==> src/rtl/riscv_fetch_pkg.sv <==
// Shared types and constants for the instruction fetch sequencer.
package riscv_fetch_pkg;
  localparam int XLEN = 32;
  localparam logic [31:0] RESET_PC_DEFAULT = 32'h0000_0000;
  localparam int PC_INC = 4;

  typedef enum logic [1:0] {IDLE, FETCH, FLUSH} fetch_state_t;
endpackage

==> src/rtl/fetch_sequencer_if.sv <==
// Instruction-memory handshake, redirect input and decode-side instruction stream.
interface fetch_sequencer_if #(parameter int XLEN = 32) ();
  logic            imem_req;
  logic [XLEN-1:0] imem_addr;
  logic            imem_gnt;
  logic            imem_rvalid;
  logic [XLEN-1:0] imem_rdata;
  logic            redirect_valid;
  logic [XLEN-1:0] redirect_pc;
  logic            inst_valid;
  logic [XLEN-1:0] inst_code;
  logic [XLEN-1:0] inst_pc;
  logic            inst_ready;

  modport master (
    output imem_req, imem_addr, inst_valid, inst_code, inst_pc,
    input  imem_gnt, imem_rvalid, imem_rdata, redirect_valid, redirect_pc, inst_ready
  );

  modport slave (
    input  imem_req, imem_addr, inst_valid, inst_code, inst_pc,
    output imem_gnt, imem_rvalid, imem_rdata, redirect_valid, redirect_pc, inst_ready
  );
endinterface

==> src/rtl/fetch_fifo.sv <==
// DEPTH-entry synchronous FIFO of {pc, inst}; head is read combinationally,
// so a word pushed at an edge is visible in the following cycle.
module fetch_fifo
  import riscv_fetch_pkg::*;
#(
  parameter int W     = 64,
  parameter int DEPTH = 4,
  localparam int CW   = $clog2(DEPTH + 1)
) (
  input  logic          clk,
  input  logic          reset,
  input  logic          push,
  input  logic [W-1:0]  wdata,
  input  logic          pop,
  input  logic          clear,
  output logic [W-1:0]  rdata,
  output logic [CW-1:0] count,
  output logic          full,
  output logic          empty
);
  localparam int PW = (DEPTH > 1) ? $clog2(DEPTH) : 1;

  logic [W-1:0]  mem [DEPTH];
  logic [PW-1:0] rd_ptr;
  logic [PW-1:0] wr_ptr;

  function automatic logic [PW-1:0] ptr_inc(input logic [PW-1:0] p);
    return (p == PW'(DEPTH - 1)) ? '0 : p + 1'b1;
  endfunction

  always_ff @(posedge clk) begin
    if (!reset) begin
      rd_ptr <= '0;
      wr_ptr <= '0;
      count  <= '0;
    end else if (clear) begin
      rd_ptr <= '0;
      wr_ptr <= '0;
      count  <= '0;
    end else begin
      if (push) wr_ptr <= ptr_inc(wr_ptr);
      if (pop)  rd_ptr <= ptr_inc(rd_ptr);
      case ({push, pop})
        2'b10:   count <= count + 1'b1;
        2'b01:   count <= count - 1'b1;
        default: ;
      endcase
    end
  end

  // Storage carries no reset; the empty flag masks stale contents.
  always_ff @(posedge clk) begin
    if (push && !clear) mem[wr_ptr] <= wdata;
  end

  assign empty = (count == '0);
  assign full  = (count == CW'(DEPTH));
  assign rdata = empty ? '0 : mem[rd_ptr];
endmodule

==> src/rtl/fetch_sequencer.sv <==
// Owns the PC, issues credit-limited word fetches, buffers responses with their
// PCs and flushes in-flight fetches on control-flow redirects.
module fetch_sequencer
  import riscv_fetch_pkg::*;
#(
  parameter int              XLEN     = riscv_fetch_pkg::XLEN,
  parameter logic [XLEN-1:0] RESET_PC = XLEN'(RESET_PC_DEFAULT),
  parameter int              DEPTH    = 4
) (
  input logic              clk,
  input logic              reset,
  fetch_sequencer_if.master bus
);
  localparam int OW = $clog2(DEPTH + 1);
  localparam int CW = OW + 1;

  fetch_state_t      state;
  logic [XLEN-1:0]   pc;
  logic [XLEN-1:0]   resp_pc;
  logic [OW-1:0]     outstanding;
  logic [OW-1:0]     out_next;
  logic [OW-1:0]     fifo_count;
  logic              fifo_full;
  logic              fifo_empty;
  logic [2*XLEN-1:0] head;
  logic [CW-1:0]     credit;
  logic              pop, grant, rsp, redir, push;
  logic [XLEN-1:0]   target;

  assign pop    = bus.inst_valid & bus.inst_ready;
  // Outstanding fetches plus buffered words must never exceed DEPTH, so a
  // response always has a FIFO slot waiting for it.
  assign credit = CW'(outstanding) + CW'(fifo_count) - CW'(pop);

  assign bus.imem_req  = (state == FETCH) && (credit < CW'(DEPTH));
  assign bus.imem_addr = pc;

  assign grant  = bus.imem_req & bus.imem_gnt;
  assign rsp    = bus.imem_rvalid & (state != IDLE);
  assign redir  = bus.redirect_valid & (state != IDLE);
  assign target = bus.redirect_pc & ~XLEN'(3);
  assign push   = (state == FETCH) & bus.imem_rvalid & ~redir & (~fifo_full | pop);

  always_comb begin
    out_next = outstanding;
    case ({grant, rsp})
      2'b10:   out_next = outstanding + 1'b1;
      2'b01:   out_next = outstanding - 1'b1;
      default: ;
    endcase
  end

  always_ff @(posedge clk) begin
    if (!reset) begin
      state       <= IDLE;
      pc          <= RESET_PC;
      resp_pc     <= RESET_PC;
      outstanding <= '0;
    end else begin
      outstanding <= out_next;
      case (state)
        IDLE: state <= FETCH;
        FETCH: begin
          if (redir) begin
            pc      <= target;
            resp_pc <= target;
            state   <= (out_next != '0) ? FLUSH : FETCH;
          end else begin
            if (grant)           pc      <= pc + XLEN'(PC_INC);
            if (bus.imem_rvalid) resp_pc <= resp_pc + XLEN'(PC_INC);
          end
        end
        FLUSH: begin
          // Responses still in flight belong to the abandoned path and are dropped.
          if (redir) begin
            pc      <= target;
            resp_pc <= target;
          end
          if (out_next == '0) state <= FETCH;
        end
        default: state <= IDLE;
      endcase
    end
  end

  fetch_fifo #(.W(2 * XLEN), .DEPTH(DEPTH)) u_fifo (
    .clk   (clk),
    .reset (reset),
    .push  (push),
    .wdata ({resp_pc, bus.imem_rdata}),
    .pop   (pop & ~redir),
    .clear (redir),
    .rdata (head),
    .count (fifo_count),
    .full  (fifo_full),
    .empty (fifo_empty)
  );

  assign bus.inst_valid = ~fifo_empty;
  assign bus.inst_pc    = head[2*XLEN-1:XLEN];
  assign bus.inst_code  = head[XLEN-1:0];
endmodule
==> src/flat_wrapper.sv <==
// flat-port wrapper written by rule: the top's interface ports become plain ports
module fetch_sequencer_flat import riscv_fetch_pkg::*;
#(
  parameter int              XLEN     = riscv_fetch_pkg::XLEN,
  parameter logic [XLEN-1:0] RESET_PC = XLEN'(RESET_PC_DEFAULT),
  parameter int              DEPTH    = 4
)
  (clk, reset, bus_imem_req, bus_imem_addr, bus_inst_valid, bus_inst_code, bus_inst_pc, bus_imem_gnt, bus_imem_rvalid, bus_imem_rdata, bus_redirect_valid, bus_redirect_pc, bus_inst_ready);
  fetch_sequencer_if #(.XLEN(XLEN)) bus_i ();
  input logic clk;
  input logic reset;
  output wire logic [$bits(bus_i.imem_req)-1:0] bus_imem_req;
  output wire logic [$bits(bus_i.imem_addr)-1:0] bus_imem_addr;
  output wire logic [$bits(bus_i.inst_valid)-1:0] bus_inst_valid;
  output wire logic [$bits(bus_i.inst_code)-1:0] bus_inst_code;
  output wire logic [$bits(bus_i.inst_pc)-1:0] bus_inst_pc;
  input wire logic [$bits(bus_i.imem_gnt)-1:0] bus_imem_gnt;
  input wire logic [$bits(bus_i.imem_rvalid)-1:0] bus_imem_rvalid;
  input wire logic [$bits(bus_i.imem_rdata)-1:0] bus_imem_rdata;
  input wire logic [$bits(bus_i.redirect_valid)-1:0] bus_redirect_valid;
  input wire logic [$bits(bus_i.redirect_pc)-1:0] bus_redirect_pc;
  input wire logic [$bits(bus_i.inst_ready)-1:0] bus_inst_ready;
  assign bus_imem_req = bus_i.imem_req;
  assign bus_imem_addr = bus_i.imem_addr;
  assign bus_inst_valid = bus_i.inst_valid;
  assign bus_inst_code = bus_i.inst_code;
  assign bus_inst_pc = bus_i.inst_pc;
  assign bus_i.imem_gnt = bus_imem_gnt;
  assign bus_i.imem_rvalid = bus_imem_rvalid;
  assign bus_i.imem_rdata = bus_imem_rdata;
  assign bus_i.redirect_valid = bus_redirect_valid;
  assign bus_i.redirect_pc = bus_redirect_pc;
  assign bus_i.inst_ready = bus_inst_ready;
  fetch_sequencer #(.XLEN(XLEN), .RESET_PC(RESET_PC), .DEPTH(DEPTH)) u_core (.clk(clk), .reset(reset), .bus(bus_i));
endmodule
==> config.mk <==
export PLATFORM = sky130hd
export DESIGN_NAME = fetch_sequencer_flat
export DESIGN_NICKNAME = d
export VERILOG_FILES = /design/src/rtl/riscv_fetch_pkg.sv /design/src/rtl/fetch_sequencer_if.sv /design/src/rtl/fetch_fifo.sv /design/src/rtl/fetch_sequencer.sv /design/src/flat_wrapper.sv
export SDC_FILE = /design/constraint.sdc
export NUM_CORES = 1
export LEC_CHECK = 0
export ABC_AREA = 1
export BUFFER_PORTS_ARGS = -buffer_cell sky130_fd_sc_hd__buf_2
export CORE_ASPECT_RATIO = 1.75
export CORE_MARGIN = 1.5
export CORE_UTILIZATION = 53
export CTS_CLUSTER_DIAMETER = 150
export CTS_CLUSTER_SIZE = 24
export DETAILED_ROUTE_END_ITERATION = 16
export MAX_ROUTING_LAYER = met4
export PLACE_DENSITY = 0.83
export SETUP_SLACK_MARGIN = 0.4
export SKIP_LAST_GASP = 1
export SYNTH_ARGS = -nofsm -noshare
export SYNTH_HDL_FRONTEND = slang
export SYNTH_SLANG_ARGS = --single-unit
==> constraint.sdc <==
create_clock -name clk -period 4.4 [get_ports clk]
set_input_delay 0.88 -clock clk [delete_from_list [all_inputs] [get_ports clk]]
set_output_delay 0.88 -clock clk [all_outputs]
set_load 0.03 [all_outputs]
==> results of run 1 <==
## area by class of cell
type / count / area share
clock buffers: 28 / 0.0284
inverters: 101 / 0.0231
repair buffers: 177 / 0.0609
clock inverters: 1 / 0.000990
flip-flops and latches: 322 / 0.544
well taps: 369 / 0.0281
multi-input cells: 1076 / 0.315
## flip-flops by register name, indices dropped and copies added, names as in the netlist, named ones only
name                  cells
u_core.u_fifo.mem       248
u_core.bus.imem_addr     30
u_core.resp_pc           30
u_core.outstanding        3
u_core.u_fifo.count       3
u_core.state              2
u_core.u_fifo.rd_ptr      2
u_core.u_fifo.wr_ptr      2
## cell families (layout without fill, tap and decap cells)
family,after synthesis,in the layout,synth area share
other,1,4,0.000254
AOI/OAI and AO/OA,323,323,0.114
xor gates and xnor gates,26,26,0.0154
and+or+nand+nor,703,703,0.199
adders and majority gates,19,19,0.0171
buffers and inverters,181,307,0.0483
DFF,322,322,0.605
muxes,1,1,0.000678
## routing by layer
layer	vias up	track usage	routed length [um]
met5	-	-	0
met3	81	0.0232	2030
met2	414	0.463	19000
met1	5426	0.273	13000
met4	0	0.101	1340
li1	5562	-	-
## power by group
part           leakage, nW  switching (mW)  internal [mW]
clock network        0.230           0.905          0.743
logic                 3.18            1.96          0.860
registers             2.87           0.333           3.66
## worst max-delay path by stage
stage,to,slack [ns],depth (start not counted)
finish,bus_inst_pc[8],1.06,5
global route,u_core.state[0]$_SDFFE_PN0P_,0.68,22
CTS,bus_inst_pc[25],1.0,5
detailed placement,u_core.state[0]$_SDFFE_PN0P_,0.80,21
global placement,u_core.state[1]$_SDFFE_PN0P_,0.92,21
floorplan,u_core.u_fifo.mem[0][0]$_DFFE_PP_,-0.28,5
## through the flow
| step | setup WS [ns] | TNS, ns | total power, mW | area [um^2] | utilization |
|---|---|---|---|---|---|
| final | 1.06 | 0 | 8.46 | 16400 | 0.601 |
| after global routing | 0.676 | 0 | 8.99 | 16400 | 0.601 |
| after CTS | 0.999 | 0 | 8.50 | 16400 | 0.601 |
| after detailed placement | 0.797 | 0 | 6.87 | 15900 | 0.583 |
| after global placement | 0.920 | 0 | 6.77 | 15900 | 0.583 |
| after floorplan | -0.278 | -69.01 | 6.06 | 14800 | - |
## worst min-delay path, stage by stage, from the launching register on
cell	delay, ns
dfxtp_1	0.33
nand2_1	0.06
a21oi_1	0.07
## cell usage after synthesis, types with 2 or more instances
cell type	count
nand2_1	188
ha_1	17
dfxtp_1	74
nor2_1	367
xor2_1	16
nand2_2	3
nand4_1	13
nor4_1	3
nand2_4	3
or2_2	22
inv_2	3
a21boi_0	2
o31ai_1	2
a21oi_1	123
nor3_1	23
a211oi_1	5
edfxtp_1	248
and2_1	2
nor2_2	3
nand3b_1	4
fa_1	2
nand3_1	65
xnor2_1	10
inv_1	97
o21ai_0	172
buf_2	6
a31oi_1	7
buf_1	11
o211ai_1	6
buf_4	5
nand3_2	3
clkbuf_1	57
==> results_dict.tcl, run 1 <==
set metrics [dict create \
    synthTopCellsByArea "edfxtp_1 50%, dfxtp_1 10%, nor2_1 9.3%, o21ai_0 5.8%, nand2_1 4.8%" \
    required_ns 3.52 \
    clk_latency_ns 0.51 \
    slew_headroom 0.449 \
    fin_worst_skew_ns 0.0187 \
    maxCapViolCount 0 \
    critPathArrivalTime_ns 2.46 \
    fin_crit_sh 0.759 \
    port_buffers 161 \
    grt_max_degree 69 \
    fmax_mhz 299 \
    max_stage_delay_ns 0.55 \
    dieArea_um2 28900 \
    synthFlopType "edfxtp_1" \
    avgSynthCellArea_um2 9.36 \
    hold_slack_ns 0.513 \
    vias 11500 \
    cp-start-kind "register" \
    track_usage 0.251 \
    p_leak_nw 6.28 \
    die_w_um 129 \
    fin_cells 2074 \
    dp_cells 2045 \
    rsz0062_at_grt "no" \
    place.gp.congestion 0.969 \
    critical_path.top_delay_family "buffers and inverters" \
    cts_hold_buf 0 \
    cts.sinks 322 \
    synthArstFlopShare 0 \
    rr_worst_depth 22 \
    yosysTopAreaCell "edfxtp_1" \
    rrSetupSlack_ns 1.12 \
    drt_iter0_markers 1050 \
    power_density_nw_per_um2 515 \
    netlist_instances 1576 \
    synth.top_cell.area_share 0.505 \
    worst_pin_slew_ns 0.819 \
    final-setup-viol-count 0 \
    critPathBufInv 3 \
    routed_wl_um 35400 \
    worstPathMaxFanout 62 \
    cp_cell_sequence "inv_2 -> buf_4 -> o21ai_0 -> a21oi_1 -> buf_2" \
    hold_class "register to register" \
    core_area_um2 27300 \
    wl_per_cell_um 17.1 \
    grt_pass1_wl_um 55600 \
    place_hpwl_um 22900 \
    rows 80 \
    final_common_cell "nor2_1" \
    die_height_um 224 \
    final-hold-violation-count 0 \
    ant_nets 0 \
    ios 168 \
    holdPathStages 2 \
    path_clk_slew_ns 0.09 \
    max-clock-path-buffers 3 \
    syn_to_final_growth_pct 11.3 \
    crit_path_top_delay_cell "dfxtp_4" \
    status "completed" \
    drc 0 \
    holdPathEnd "u_core.u_fifo.rd_ptr[1]$_SDFFE_PP0P_" \
    synth-seq-cells 322 \
    worstSetupPathType "register to primary output" \
    cts_resized 0 \
    fin_nets 1784 \
    ys_types 46 \
    post_cts_buffers 0 \
    tritoncts "built" \
    reg2reg_from "u_core.u_fifo.count[1]$_SDFFE_PP0P_" \
    antenna_found_initial 0 \
    ir_drop_v 0.000324 \
    num_antenna_cells 0 \
    htree_levels 1 \
    initial_core_util 0.540 \
    maxSlewViolCount 0 \
    multi_input_area_um2 5170 \
    final_cell_mix "363 x nor2_1, 248 x edfxtp_1, 188 x nand2_1" \
    yosysWarnings 0 \
    fillers 2307 \
    cts_root_buf "clkbuf_16" \
    grt-ovfl-total 0 \
    seq_area_um2 8930 \
    r2r_end "u_core.state[0]$_SDFFE_PN0P_" \
    drive_above_1_share 0.143 \
    end_kind "primary output" \
    min_from "u_core.u_fifo.rd_ptr[1]$_SDFFE_PP0P_" \
    numCtsBuffers 17 \
    vias_per_cell 5.54 \
    synth_edf_count 248 \
    ys_seq_area_frac 0.605 \
    layout_min_cycle_time_ns 3.34 \
    syn_area_um2 14800 \
    dr.pass1.iters 5 \
    grt_pass1_vias 11300 \
]
No activity file was read; power rests on OpenSTA's default activity.
==> run 2, diff against run 1 <==
Clock period 4.4 ns to 2.8 ns, I/O delays scaled along.
==> run 2 against run 1 <==
Against the previous run: the run now ends with negative setup slack left; worst hold slack got worse by 0.25 ns; global-route usage increased by 3.9 points; total power up 85%; final area grew 17%; cell count is 5.1% higher; largest power group is now combinational logic.
==> results_dict.tcl, run 2 (synthesis gave the netlist of run 1 again) <==
set metrics [dict create \
    routed_wl_um 44200 \
    htree_levels 1 \
    maxCapViolCount 0 \
    antenna_found_initial 1 \
    grt_pass1_vias 12100 \
    core_area_um2 27300 \
    critPathArrivalTime_ns 3.43 \
    worst_pin_slew_ns 0.718 \
    ant_nets 0 \
    clk_latency_ns 0.51 \
    power_density_nw_per_um2 814 \
    seq_area_um2 8940 \
    track_usage 0.290 \
    dr.pass1.iters 5 \
    final-hold-violation-count 0 \
    fin_nets 1889 \
    final_common_cell "nor2_1" \
    place_hpwl_um 23900 \
    required_ns 3.24 \
    max-clock-path-buffers 3 \
    rsz0062_at_grt "yes" \
    dieArea_um2 28900 \
    largest_reg_flops 248 \
    setup.worst_path.start "u_core.u_fifo.count[1]$_SDFFE_PP0P_" \
    initial_core_util 0.540 \
    p_leak_nw 7.23 \
    min_from "bus_imem_rdata[6]" \
    cts.sinks 322 \
    setup_slack_ns -0.186 \
    violations "negative setup slack" \
    place.gp.congestion 1.01 \
    syn_to_final_growth_pct 30.2 \
    layout_min_cycle_time_ns 2.99 \
    cts_hold_buf 0 \
    die_w_um 129 \
    wl_per_cell_um 20.3 \
    fmax_mhz 335 \
    reg2reg_from "u_core.u_fifo.count[1]$_SDFFE_PP0P_" \
    hold_slack_ns 0.263 \
    final-setup-viol-count 3 \
    vias 12500 \
    slew_headroom 0.518 \
    fin_worst_skew_ns 0.0179 \
    ir_drop_v 0.000886 \
    ios 168 \
    numCtsBuffers 17 \
    port_buffers 161 \
    stdcell_area_um2 19200 \
    p_total_mw 15.6 \
    cp-start-kind "register" \
    status "finished, violations left" \
    drt_iter0_markers 1007 \
    drive_above_1_share 0.289 \
    multi_input_area_um2 6040 \
    fillers 1882 \
    worstSetupPathType "register to register" \
    grt_pass1_wl_um 62800 \
    fin_cells 2180 \
    fin_crit_sh 1.07 \
    tritoncts "built" \
    hold_class "input port to register" \
    cts_root_buf "clkbuf_16" \
    place_area_um2 16300 \
    worstPathMaxFanout 4 \
    path_clk_slew_ns 0.10 \
    grt_max_degree 67 \
    die_height_um 224 \
    final_cell_mix "269 x nor2_1, 248 x edfxtp_1, 173 x nand2_1" \
    dp_cells 2073 \
    maxSlewViolCount 0 \
    grt-ovfl-total 0 \
    drc 0 \
    rows 80 \
    vias_per_cell 5.73 \
    end_kind "register" \
    largest-register "u_core.u_fifo.mem" \
]
run 2: report_power, final:
part	leakage, nW	internal (mW)	switching (mW)
Combinational	4.12	2.64	4.04
Sequential	2.88	5.75	0.552
Clock	0.230	1.17	1.48
Total	7.23	9.57	6.07
run 2: path summary, 6_finish.rpt:
path,to,slack [ns],cells after the start
setup / recovery,u_core.state[0]$_SDFFE_PN0P_,-0.19,19
hold / removal,u_core.u_fifo.mem[3][6]$_DFFE_PP_,0.26,1
hold reg to reg,u_core.u_fifo.rd_ptr[1]$_SDFFE_PP0P_,0.51,2
setup reg to reg,u_core.state[0]$_SDFFE_PN0P_,-0.19,19
run 2: per-layer routing:
layer  global-route usage  wire length (um)
met1                0.303             15200
met3               0.0291              2920
met4                0.133              2450
met2                0.536             23600
met5                    -                 0
run 2: cell type report:
type                            count  area share
Timing Repair inverter              1    0.000456
Multi-Input combinational cell   1079       0.315
Clock inverter                      1    0.000847
Sequential cell                   322       0.466
Clock buffer                       28      0.0243
Antenna cell                        1    0.000130
Timing Repair Buffer              278       0.148
Inverter                          101      0.0218
Tap cell                          369      0.0240
run 2: what timing repair did:
item / CTS / global route
buffers inserted: 27 / 22
gates resized for setup: 219 / 242
gates cloned: 19 / 9
pin swaps: 62 / 110
setup endpoints to repair: 84 / 135
run 2: metrics by stage:
stage | setup WS, ns | util | TNS [ns]
after floorplan | 0.0351 | - | 0
final | -0.186 | 0.703 | -0.463
after CTS | -0.168 | 0.663 | -0.326
after detailed placement | -0.305 | 0.596 | -0.603
after global routing | -0.400 | 0.703 | -1.17
after global placement | -0.136 | 0.596 | -0.272
run 2: critical path: stages, from the launching register on:
cell and delay (ns):
dfxtp_4 0.38, inv_4 0.04, ha_4 0.25, inv_2 0.04
ha_4 0.25, nand2_2 0.05, inv_2 0.06, nand4_1 0.10
nand3_1 0.11, nand2_2 0.07, nand3_2 0.09, ha_4 0.13
inv_2 0.04, fa_2 0.52, nor2_2 0.05, a21oi_2 0.16
nand3_4 0.12, a21oi_4 0.23, o21ai_2 0.10, a21oi_2 0.14
==> run 3, diff against run 2 <==
Settings changed: CORE_UTILIZATION 53 to 59, PLACE_DENSITY 0.83 to 0.87.
Clock period 2.8 ns to 3.1 ns, I/O delays scaled along.
==> run 3 against run 2 <==
Against the previous run: the run now ends clean; non-clock buffer count fell by 73; worst hold slack improved by 0.053 ns; combinational power fell by 30%; sequential cell count did not move; via count fell by 4.0%; sequential power fell by 10%; critical path type unchanged; largest power group is now sequential cells.
==> results_dict.tcl, run 3 (synthesis gave the netlist of run 1 again) <==
set metrics [dict create \
    cp-start-kind "register" \
    drive_above_1_share 0.179 \
    numCtsBuffers 17 \
    rsz0062_at_grt "yes" \
    maxSlewViolCount 0 \
    place.gp.congestion 0.966 \
    drc 0 \
    final-setup-viol-count 0 \
    drt_iter0_markers 1288 \
    dr.pass1.iters 5 \
    fin_cells 2048 \
    final_util 0.693 \
    tritoncts "built" \
    fillers 1804 \
    layout_min_cycle_time_ns 3.01 \
    wl_per_cell_um 18.7 \
    seq_power_share 0.443 \
    grt_max_degree 67 \
    track_usage 0.292 \
    final-hold-violation-count 0 \
    fin_worst_skew_ns 0.0167 \
    p_total_mw 12.7 \
    critPathArrivalTime_ns 3.40 \
    die_height_um 212 \
    rrSetupSlack_ns 0.09 \
    vias_per_cell 5.85 \
    p_switching_mw 4.87 \
    final_common_cell "nor2_1" \
    antenna_found_initial 1 \
    max-clock-path-buffers 3 \
    maxCapViolCount 0 \
    required_ns 3.49 \
    holdPathStages 1 \
    power_density_nw_per_um2 747 \
    syn_to_final_growth_pct 15.7 \
    final_cell_mix "360 x nor2_1, 248 x edfxtp_1, 184 x nand2_1" \
    ir_drop_v 0.000708 \
    initial_core_util 0.599 \
    status "completed" \
    grt-ovfl-total 0 \
    worstSetupPathType "register to register" \
    rows 76 \
    grt_pass1_wl_um 57500 \
    rr_worst_depth 22 \
    path_clk_slew_ns 0.09 \
    p_int_mw 7.87 \
    clkPwrFrac 0.188 \
    min_from "bus_imem_rdata[20]" \
    place_hpwl_um 24000 \
    p_comb_frac 0.368 \
    multi_input_area_um2 5340 \
    dp_cells 1995 \
    cts_hold_buf 0 \
    end_kind "register" \
    vias 12000 \
    hold_class "input port to register" \
    grt_pass1_vias 11700 \
    cts_root_buf "clkbuf_16" \
    fin_nets 1813 \
    fin_crit_sh 0.971 \
    die_w_um 123 \
    worst_pin_slew_ns 0.939 \
    r2r_end "u_core.state[1]$_SDFFE_PN0P_" \
    pre_cts_ws_ns -0.102 \
    largest_reg_flops 248 \
    reg2reg_from "u_core.u_fifo.count[1]$_SDFFE_PP0P_" \
    seq_area_um2 8940 \
    clk_latency_ns 0.51 \
    sw_frac_of_total 0.382 \
    setup_slack_ns 0.0890 \
    ios 168 \
    holdPathEnd "u_core.u_fifo.mem[3][20]$_DFFE_PP_" \
    fmax_mhz 332 \
    htree_levels 1 \
    cts.sinks 322 \
    dieArea_um2 26000 \
    worstPathMaxFanout 4 \
    core_area_um2 24600 \
    largest-register "u_core.u_fifo.mem" \
    p_leak_nw 6.54 \
    port_buffers 161 \
    routed_wl_um 38400 \
    ant_nets 0 \
    hold_slack_ns 0.315 \
    slew_headroom 0.368 \
]
run 3: cell count changes in the layout (fill, tap and decap cells not counted), sizes merged:
| cell | before | now |
|---|---|---|
| inv | 101 | 102 |
| bufbuf | 2 | 1 |
| nand2 | 197 | 194 |
| clkbuf | 33 | 36 |
| buf | 271 | 196 |
run 3: metal layers:
| layer | GRT usage | part of all wire | routed length (um) | vias to the layer above |
|---|---|---|---|---|
| met1 | 0.305 | 0.35 | 13400 | 5663 |
| li1 | - | - | - | 5629 |
| met5 | - | 0 | 0 | - |
| met3 | 0.0346 | 0.066 | 2530 | 123 |
| met4 | 0.148 | 0.050 | 1920 | 0 |
| met2 | 0.532 | 0.53 | 20500 | 567 |
run 3: through the flow:
step	setup TNS, ns	cell area [um^2]
2_1_floorplan	0	14900
5_1_grt	-0.0739	17100
4_1_cts	0	16800
3_3_place_gp	0	16100
3_5_place_dp	-0.197	16100
6_report	0	17100
run 3: timing repair:
item / CTS / global route
resized for setup: 27 / 51
pin swaps: 15 / 21
buffers inserted: 9 / 7
endpoints found under the setup margin: 65 / 51
cloned: 2 / 4
run 3: how the worst max path moves through the flow:
stage	startpoint	end	slack (ns)	cells past startpoint
global placement	bus_inst_ready	u_core.state[1]$_SDFFE_PN0P_	0.08	22
floorplan	bus_inst_ready	u_core.state[0]$_SDFFE_PN0P_	0.31	21
global route	u_core.u_fifo.count[2]$_SDFFE_PP0P_	u_core.state[0]$_SDFFE_PN0P_	-0.04	21
CTS	u_core.u_fifo.count[1]$_SDFFE_PP0P_	u_core.state[1]$_SDFFE_PN0P_	0.12	23
detailed placement	bus_inst_ready	u_core.state[1]$_SDFFE_PN0P_	-0.10	22
finish	u_core.u_fifo.count[1]$_SDFFE_PP0P_	u_core.state[1]$_SDFFE_PN0P_	0.09	22
run 3: area by class of cell:
| type | instances | share of cell area |
|---|---|---|
| inverters | 101 | 0.0237 |
| well taps | 312 | 0.0229 |
| diodes | 1 | 0.000147 |
| clock buffers | 28 | 0.0273 |
| clock inverters | 2 | 0.00147 |
| repair inverters | 1 | 0.000513 |
| flip-flops and latches | 322 | 0.524 |
| multi-input cells | 1076 | 0.313 |
| repair buffers | 205 | 0.0872 |
run 3: power by group through the flow:
stage          clock [mW]  combinational [mW]  sequential, mW
6_report             2.40                4.69            5.65
5_1_grt              2.59                5.18            5.70
4_1_cts              2.41                4.42            5.62
3_5_place_dp            0                4.20            5.72
3_3_place_gp            0                4.05            5.69
2_1_floorplan           0                2.89            5.80
run 3: worst max-delay path, cell delays in order (launching register included):
cell and delay, ns:
dfxtp_2 0.37, inv_2 0.06, ha_4 0.26, inv_4 0.03, ha_4 0.25, nand2_2 0.04
inv_2 0.07, nand3_4 0.09, a21oi_4 0.17, nor2_4 0.05, nand3_2 0.08, ha_4 0.14
inv_4 0.04, fa_2 0.35, nor2_2 0.12, nor2_1 0.05, nand2_1 0.06, xor2_1 0.19
inv_2 0.08, nand3_4 0.11, a21oi_4 0.07, o21ai_1 0.14, a21oi_1 0.05
